### config.mk
export PLATFORM = sky130hd
export DESIGN_NAME = floo_serial_link_channel_arb
export DESIGN_NICKNAME = d
export VERILOG_FILES = /design/src/rtl/floo_serial_link_channel_arb.sv
export SDC_FILE = /design/constraint.sdc
export NUM_CORES = 1
export LEC_CHECK = 0
export BUFFER_PORTS_ARGS = -buffer_cell sky130_fd_sc_hd__buf_2
export CAP_MARGIN = 0
export CORE_AREA = 5 5 211 213
export DETAILED_ROUTE_END_ITERATION = 16
export DIE_AREA = 0 0 216 218
export SLEW_MARGIN = 10
export SYNTH_ARGS = -nofsm -noshare
export SYNTH_HDL_FRONTEND = slang
export SYNTH_SLANG_ARGS = --single-unit
export TNS_END_PERCENT = 100
### constraint.sdc
create_clock -name clk_i -period 11.5 [get_ports clk_i]
set_clock_uncertainty 0.05 [all_clocks]
set_input_delay 1.725 -clock clk_i [delete_from_list [all_inputs] [get_ports clk_i]]
set_output_delay 1.725 -clock clk_i [all_outputs]
set_load 0.02 [all_outputs]
### src/rtl/floo_serial_link_channel_arb.sv
// floo_serial_link_channel_arb: weighted round-robin, credit-gated arbiter of three flit classes onto one serial link (optional FLOO_SL_ARB_PERF_CNT_EN grant counters)
module floo_serial_link_channel_arb #(
  parameter int unsigned FlitWidth   = 128,
  parameter int unsigned NumCredits  = 8,
  parameter int unsigned WeightWidth = 4,
  parameter int unsigned CntWidth    = $clog2(NumCredits + 1)
) (
  input  logic                                clk_i,
  input  logic                                rst_i,
  input  logic                                enable_i,
  input  logic [2:0][FlitWidth-1:0]           in_data_i,
  input  logic [2:0]                          in_valid_i,
  output logic [2:0]                          in_ready_o,
  output logic [FlitWidth-1:0]                out_data_o,
  output logic [1:0]                          out_cls_o,
  output logic                                out_valid_o,
  input  logic                                out_ready_i,
  input  logic [2:0]                          credit_ret_i,
  input  logic [2:0][WeightWidth-1:0]         weight_i,
  output logic [2:0][CntWidth-1:0]            credit_cnt_o,
  output logic                                credit_err_o
`ifdef FLOO_SL_ARB_PERF_CNT_EN
  ,
  output logic [2:0][31:0]                    perf_grant_cnt_o
`endif
);
  localparam logic [0:0] S_IDLE = 1'b0;
  localparam logic [0:0] S_BURST = 1'b1;
  localparam logic [CntWidth-1:0] Full = CntWidth'(NumCredits);
  logic [0:0] state;
  logic [1:0] ptr, cur, base, b1, b2, pick, sel;
  logic [WeightWidth-1:0] burst, wmax;
  logic [2:0] elig;
  logic slot, cont, any, grant;
  function automatic logic [1:0] nxt(input logic [1:0] c);
    return c == 2'd2 ? 2'd0 : c + 2'd1;
  endfunction
  always_comb begin
    elig = '0;
    for (int c = 0; c < 3; c++) elig[c] = in_valid_i[c] && credit_cnt_o[c] != '0;
  end
  assign slot = enable_i && (!out_valid_o || out_ready_i);
  assign wmax = weight_i[cur] == '0 ? WeightWidth'(1) : weight_i[cur];
  assign cont = state == S_BURST && elig[cur] && burst < wmax;
  // a finished burst searches from the class after it, same cycle
  assign base = state == S_BURST ? nxt(cur) : ptr;
  assign b1 = nxt(base);
  assign b2 = nxt(b1);
  assign pick = elig[base] ? base : elig[b1] ? b1 : b2;
  assign any = |elig;
  assign sel = cont ? cur : pick;
  assign grant = slot && (cont || any);
  assign in_ready_o = grant ? 3'(3'b001 << sel) : 3'b000;
  always_ff @(posedge clk_i) begin
    if (rst_i) begin
      out_valid_o <= 1'b0;
      out_data_o <= '0;
      out_cls_o <= '0;
      credit_err_o <= 1'b0;
      ptr <= '0;
      cur <= '0;
      burst <= '0;
      state <= S_IDLE;
      for (int c = 0; c < 3; c++) credit_cnt_o[c] <= Full;
    end else begin
      if (grant) begin
        out_valid_o <= 1'b1;
        out_data_o <= in_data_i[sel];
        out_cls_o <= sel;
      end else if (out_ready_i) begin
        out_valid_o <= 1'b0;
      end
      if (slot) begin
        if (cont) begin
          burst <= burst + WeightWidth'(1);
        end else begin
          if (state == S_BURST) ptr <= nxt(cur);
          if (any) begin
            state <= S_BURST;
            cur <= pick;
            burst <= WeightWidth'(1);
          end else begin
            state <= S_IDLE;
          end
        end
      end
      for (int c = 0; c < 3; c++) begin
        if (credit_ret_i[c] && !(grant && sel == 2'(c))) begin
          if (credit_cnt_o[c] == Full) credit_err_o <= 1'b1;
          else credit_cnt_o[c] <= credit_cnt_o[c] + CntWidth'(1);
        end else if (!credit_ret_i[c] && grant && sel == 2'(c)) begin
          credit_cnt_o[c] <= credit_cnt_o[c] - CntWidth'(1);
        end
      end
    end
  end
`ifdef FLOO_SL_ARB_PERF_CNT_EN
  always_ff @(posedge clk_i) begin
    if (rst_i) perf_grant_cnt_o <= '0;
    else if (grant) perf_grant_cnt_o[sel] <= perf_grant_cnt_o[sel] + 32'd1;
  end
`endif
endmodule
* Yosys cells after proc, flatten, opt, wreduce, memory -nomap -nowiden
Cells that the tools add are included.
** Storage, ports and cells
- Register bits after elaboration :: 153
- Bits in latches :: 0
- Bits in writable memories :: 0
- Bits in read-only memories :: 0
- Input bits :: 406
- Output and inout port bits :: 147
- Logic and storage cells :: 123
- Memories :: 0
** Operators by class
- $add $sub $neg :: 10
- Multiply operators :: 0
- Div/mod/pow operators :: 0
- Order comparisons :: 5
- Equal/unequal tests :: 11
- Shift operators :: 1
- Muxes and demuxes :: 39
- Bitwise operators :: 1
- Reduce and logical (&&, ||, !) cells :: 45
** Operators by type and width (count)
- $bmux 128 s2 :: 1
- $mux 128 :: 1
- $mux 4 :: 13
- $logic_and 1x1->1 :: 19
- $add 4x1->4 const B :: 4
- $mux 2 :: 7
- $eq 4x4->1 const B :: 3
- $lt 2x3->1 const B :: 4
- $mux 1 :: 12
- $reduce_bool 4->1 :: 3
- $sub 4x1->4 const B :: 3
- $reduce_and 2->1 :: 5
- $reduce_bool 2->1 :: 5
- $bmux 4 s2 :: 1
- $eq 2x2->1 const B :: 4
- $logic_not 1->1 :: 7
- $add 2x1->2 const B :: 3
- $bmux 1 s2 :: 3
- $ne 2x2->1 const B :: 3
- $logic_not 4->1 :: 1
- $lt 4x4->1 :: 1
- $mux 3 :: 1
- $reduce_and 3->1 :: 1
- $reduce_or 3->1 :: 1
- 5 further kinds :: 6

* Longest topological paths before layout
- Depth after elaboration :: 19
- Depth in mapped cells :: 18
- Mapped depth without buffers :: 17

* Worst setup path after synthesis
No wires, ideal clock.
- Path kind :: in2out
- From :: input weight_i[9] in the netlist's numbering
- To :: output in_ready_o[2]
- Arrival :: 3.882 ns
- Slack :: 5.843 ns
- Stages :: 11
- Cell sequence :: mux2i_1 -> nor2_1 -> a21oi_1 -> ha_1 -> nor2_1 -> o21ai_0 -> or4_4 -> a221o_2 -> o211a_1 -> a31oi_4 -> inv_1
** On the way
- Cells in the longest elaborated chain, start to end :: 9
- Elaborated cells on any way between the ends :: 11
- Those cells by class :: order compare: 1; shift: 1; mux: 5; reduce/logical: 4
** Ends and longest elaborated chain
- from (decl) :: RTL line 19 : input logic [2:0][WeightWidth-1:0] weight_i,
- $bmux 4 s2 * :: RTL line 43 : assign wmax = weight_i[cur] == '0 ? WeightWidth'(1) : weight_i[cur];
- $mux 4 (not written as such) * :: RTL line 43
- $logic_not 4->1 :: RTL line 43
- $mux 4 * :: RTL line 43
- $lt 4x4->1 * :: RTL line 44 : assign cont = state == S_BURST && elig[cur] && burst < wmax;
- $logic_and 1x1->1 * :: RTL line 44
- $mux 2 or $logic_or 1x1->1 (tied branches) :: RTL line 51, 52
- $shl 1x2->3 or $logic_and 1x1->1 (tied branches) :: RTL line 53, 52
- $mux 3 * :: RTL line 53 : assign in_ready_o = grant ? 3'(3'b001 << sel) : 3'b000;
- to (decl) :: RTL line 13 : output logic [2:0] in_ready_o,
Every way passes the cells marked *; elsewhere a longest branch is shown, timed or not. The select of a mux whose other input is x is not followed.

* Final worst setup path
- From :: input weight_i[1] in the netlist's numbering
- To :: output in_ready_o[1]
Same word-level chain as after synthesis.

==> out/metrics.csv <==
stage,metric,value,unit
floorplan,die height,218,um
placed_design,post-DP HPWL,25200,um
sta,final setup violation count,0,
sta,Final Max Slew Viols,0,
clock_network,# hold bufs at CTS,0,
grt,All-Layer GR Usage,12.8,%
cells_and_area,"most common cell after layout, fill and taps aside",buf_2,
sta,Tcrit/Tclk final,54.9,%
cells_and_area,fin area,0.0113,mm^2
cells_and_area,fin util,26.7,%
power,Combinational Power Share,41.1,%
worst_setup_path,Top delay family on crit path,simple AND/OR/NAND/NOR gates,
synthesis,async set or reset register ratio after synthesis,0,%
synthesis,Synth Area in XOR/XNOR,0.791,%
worst_setup_path,maximum fanout along the worst path,7,
floorplan,Die ar.,0.0471,mm^2
clock_network,Root Driver,clkbuf_16,
worst_setup_path,CP Cell Sequence,buf_2 -> mux2i_1 -> nor2_1 -> a21oi_1 -> ha_1 -> nor2_1 -> o21ai_0 -> or4_4 -> a221oi_1 -> a21oi_1 -> nor2_2 -> inv_1 -> buf_2,
synthesis,Post-Synth Adder-Cell Area,2.39,%
power,leakage power,5.27,nW
synthesis,Cells after Synth,814,
route,drt first pass iters,12,
placed_design,GPL Wtd Cong,0.955,
grt,vias in the first global route,8664,
synthesis,area share of the largest cell type after synthesis,39.5,%
clock_network,# Post-CTS Setup Buffers,0,
grt,grt ovf,0,
synthesis,"Cell Area, Synth",0.00775,mm^2
worst_setup_path,"slowest stage cell, crit path",a221oi_1,
placed_design,Placement Cell Area,0.0107,mm^2
sta,FMAX,158,MHz
job,Max Cap Viol,0,
synthesis,largest family of logic cells by synthesized area,compound AO/OA/AOI/OAI gates,
synthesis,Synth Area in Compound Gates,34.5,%
clock_network,H-tree lvl count,4,
clock_network,CTS Buf Count,17,
worst_setup_path,Crit Path Class,primary input to output port,
power,maximum VDD drop,0.114,mV
synthesis,synth top area cells,"dfxtp_1 (40%), a222oi_1 (17%), a211oi_1 (13%), nor2_1 (7.2%), buf_6 (2.5%)",
worst_setup_path,startpoint type of the worst setup path,primary input,
sta,relative slew slack,28.7,%
sta,hold violation count in the final report,0,
power,pwr dens,189,mW/mm^2
worst_setup_path,Worst setup EP type,output port,
synthesis,mux cell area share after synthesis,3.00,%
route,antenna violation net count after detailed routing,0,
synthesis,sequential area share after synthesis,39.5,%
floorplan,Core Area,0.0425,mm^2
sta,setup TNS,0,ns
synthesis,"EDFF count, synth",0,
cells_and_area,fraction of layout cells with a size suffix above 1,47.2,%
clock_network,clk slew on worst S/H paths,0.06,ns
power,Net Sw Frac,39.5,%
status,status,finished clean,
sta,crit path time final,6.32,ns
cells_and_area,area of the multi-input gates,0.00412,mm^2
clock_network,Clock Path Buffers,2,
cells_and_area,Synth-to-Final Area Change,46.3,%
clock_network,post-CTS sizing,0,
floorplan,Initial Util,18.2,%
synthesis,Simple-Gate Fraction of Synth Area,12.1,%
worst_setup_path,Critical Path AT,4.54,ns
clock_network,CTS sink count,153,
floorplan,row cnt,76,
synthesis,post-synth cell types,60,
power,Net Sw Power,0.000846,W
grt,first-pass GRT wire length,47400,um
grt,largest net degree at the start of global routing,105,
cells_and_area,"commonest non-fill, non-tap cells in the layout","buf_2 (551), dfxtp_1 (153), nor2_1 (148)",
power,Sequential Power Share,32.2,%
synthesis,Post-Syn Nets,1233,
clock_network,"Clk Latency, worst-skew pair",0.47,ns
route,via count,8949,
route,final wirelength,32300,um
power,P_int,0.00130,W
sta,Tightest Pin Transition,1.07,ns
worst_setup_path,Max stage delay on crit path,0.56,ns
synthesis,Synth area leader,dfxtp_1,
cells_and_area,Fill cells,4596,
sta,RSZ-0062 raised after global routing,false,
synthesis,Syn Area/Cell,9.52,um^2
synthesis,Seq cells post-synth,153,
floorplan,die width,216,um
cells_and_area,total area of sequential cells,0.00306,mm^2
worst_hold_path,hold crit path type,register to register,
route,1st-iter DRT viols,785,
placed_design,Buffers on Ports,552,
route,Vias/cell,4.81,
grt,initial antenna violation count,3,
worst_setup_path,Critical Path RT,9.73,ns
worst_setup_path,Buf/Inv on CP,3,
floorplan,io pins,553,
synthesis,YS warnings,0,
route,wire per inst,17.4,um
cells_and_area,Nets,1721,
synthesis,main flop type after synthesis,dfxtp_1,
clock_network,CTS tree,yes,
power,Clock Power Share,26.7,%
route,Post-route DRC,0,
power,Final Power,0.00214,W
-- area by class of cell --
| type | count | share of cell area (%) |
|---|---|---|
| inverter | 9 | 0.298 |
| antenna | 2 | 0.0442 |
| clock inverter | 10 | 1.05 |
| multi-input combinational | 559 | 36.3 |
| sequential | 153 | 27.0 |
| tap | 546 | 6.03 |
| timing repair buffer | 562 | 25.1 |
| clock buffer | 21 | 4.15 |
-- cells by family (layout without fill, tap and decap cells) --
group / count (synthesis) / after routing
other: 0 / 2
flip-flops: 153 / 153
XOR/XNOR: 7 / 7
AO/OA/AOI/OAI: 308 / 308
AND/OR/NAND/NOR: 210 / 210
multiplexers: 21 / 21
buffers and inverters: 102 / 602
adder cells (fa/ha/maj): 13 / 13
-- worst paths after layout --
path	from	endpoint	slack [ns]	depth (start not counted)
worst max-delay path	weight_i[1]	in_ready_o[1]	5.18	13
worst min-delay path	out_cls_o[0]	out_cls_o[0]	0.41	2
worst max register to register	cur[0]	credit_cnt_o[7]	6.40	16
worst min register to register	out_cls_o[0]	out_cls_o[0]	0.41	2
-- flip-flops by register name (all words and copies together), names as in the netlist --
signal        count
burst             4
credit_cnt_o     12
credit_err_o      1
cur               2
out_cls_o         2
out_data_o      128
out_valid_o       1
ptr               2
state             1
-- metrics by stage --
step | hold slack (ns) | cells | setup WS (ns)
after floorplan | 0.432 | 814 | 5.84
after global placement | 0.399 | 1829 | 5.27
after detailed placement | 0.399 | 1829 | 5.17
after CTS | 0.409 | 1860 | 5.18
after global routing | 0.424 | 1861 | 5.02
final | 0.411 | 1862 | 5.18
-- worst register-to-register path: stages (launching register included) --
cell,delay [ns]
dfxtp_1,0.65
nor2b_1,0.46
a21oi_1,0.14
ha_1,0.21
nor2_1,0.13
o21ai_0,0.13
or4_4,0.50
a221oi_1,0.56
a21oi_1,0.24
nor2_2,0.36
nand2_1,0.19
ha_1,0.31
a21o_1,0.17
a21oi_1,0.29
nor4_1,0.11
a311oi_1,0.31
o21ai_0,0.14
-- power groups by stage --
stage	clock, W	combinational [W]	sequential, W
5_1_grt	0.000621	0.000964	0.000703
2_1_floorplan	0	0.000532	0.000792
4_1_cts	0.000601	0.000891	0.000690
3_5_place_dp	0	0.000887	0.000700
3_3_place_gp	0	0.000873	0.000697
6_report	0.000572	0.000881	0.000690
-- synthesized netlist by cell type (all sizes together), types with 3 or more instances --
cell     instances
nand2           17
nand2b           8
clkbuf          46
ha              10
a211oi         129
inv              9
nor2b            7
nor3             7
nor4             3
nor2           150
a21o             6
o2bb2ai          3
a21oi           10
buf             47
a31oi            4
o41ai            3
dfxtp          153
mux2            12
mux2i            9
xnor2            5
or3b             4
fa               3
nand4            3
a222oi         128
o21ai            4
-- routing by layer --
layer | global-route usage [%] | up-vias | part of all wire, %
li1 | - | 4309 | -
met1 | 14.6 | 4093 | 40
met2 | 21.3 | 497 | 47
met3 | 4.73 | 48 | 9.9
met4 | 5.75 | 2 | 3.2
met5 | 0 | - | 0.062
(Power assumes the default switching activity.)
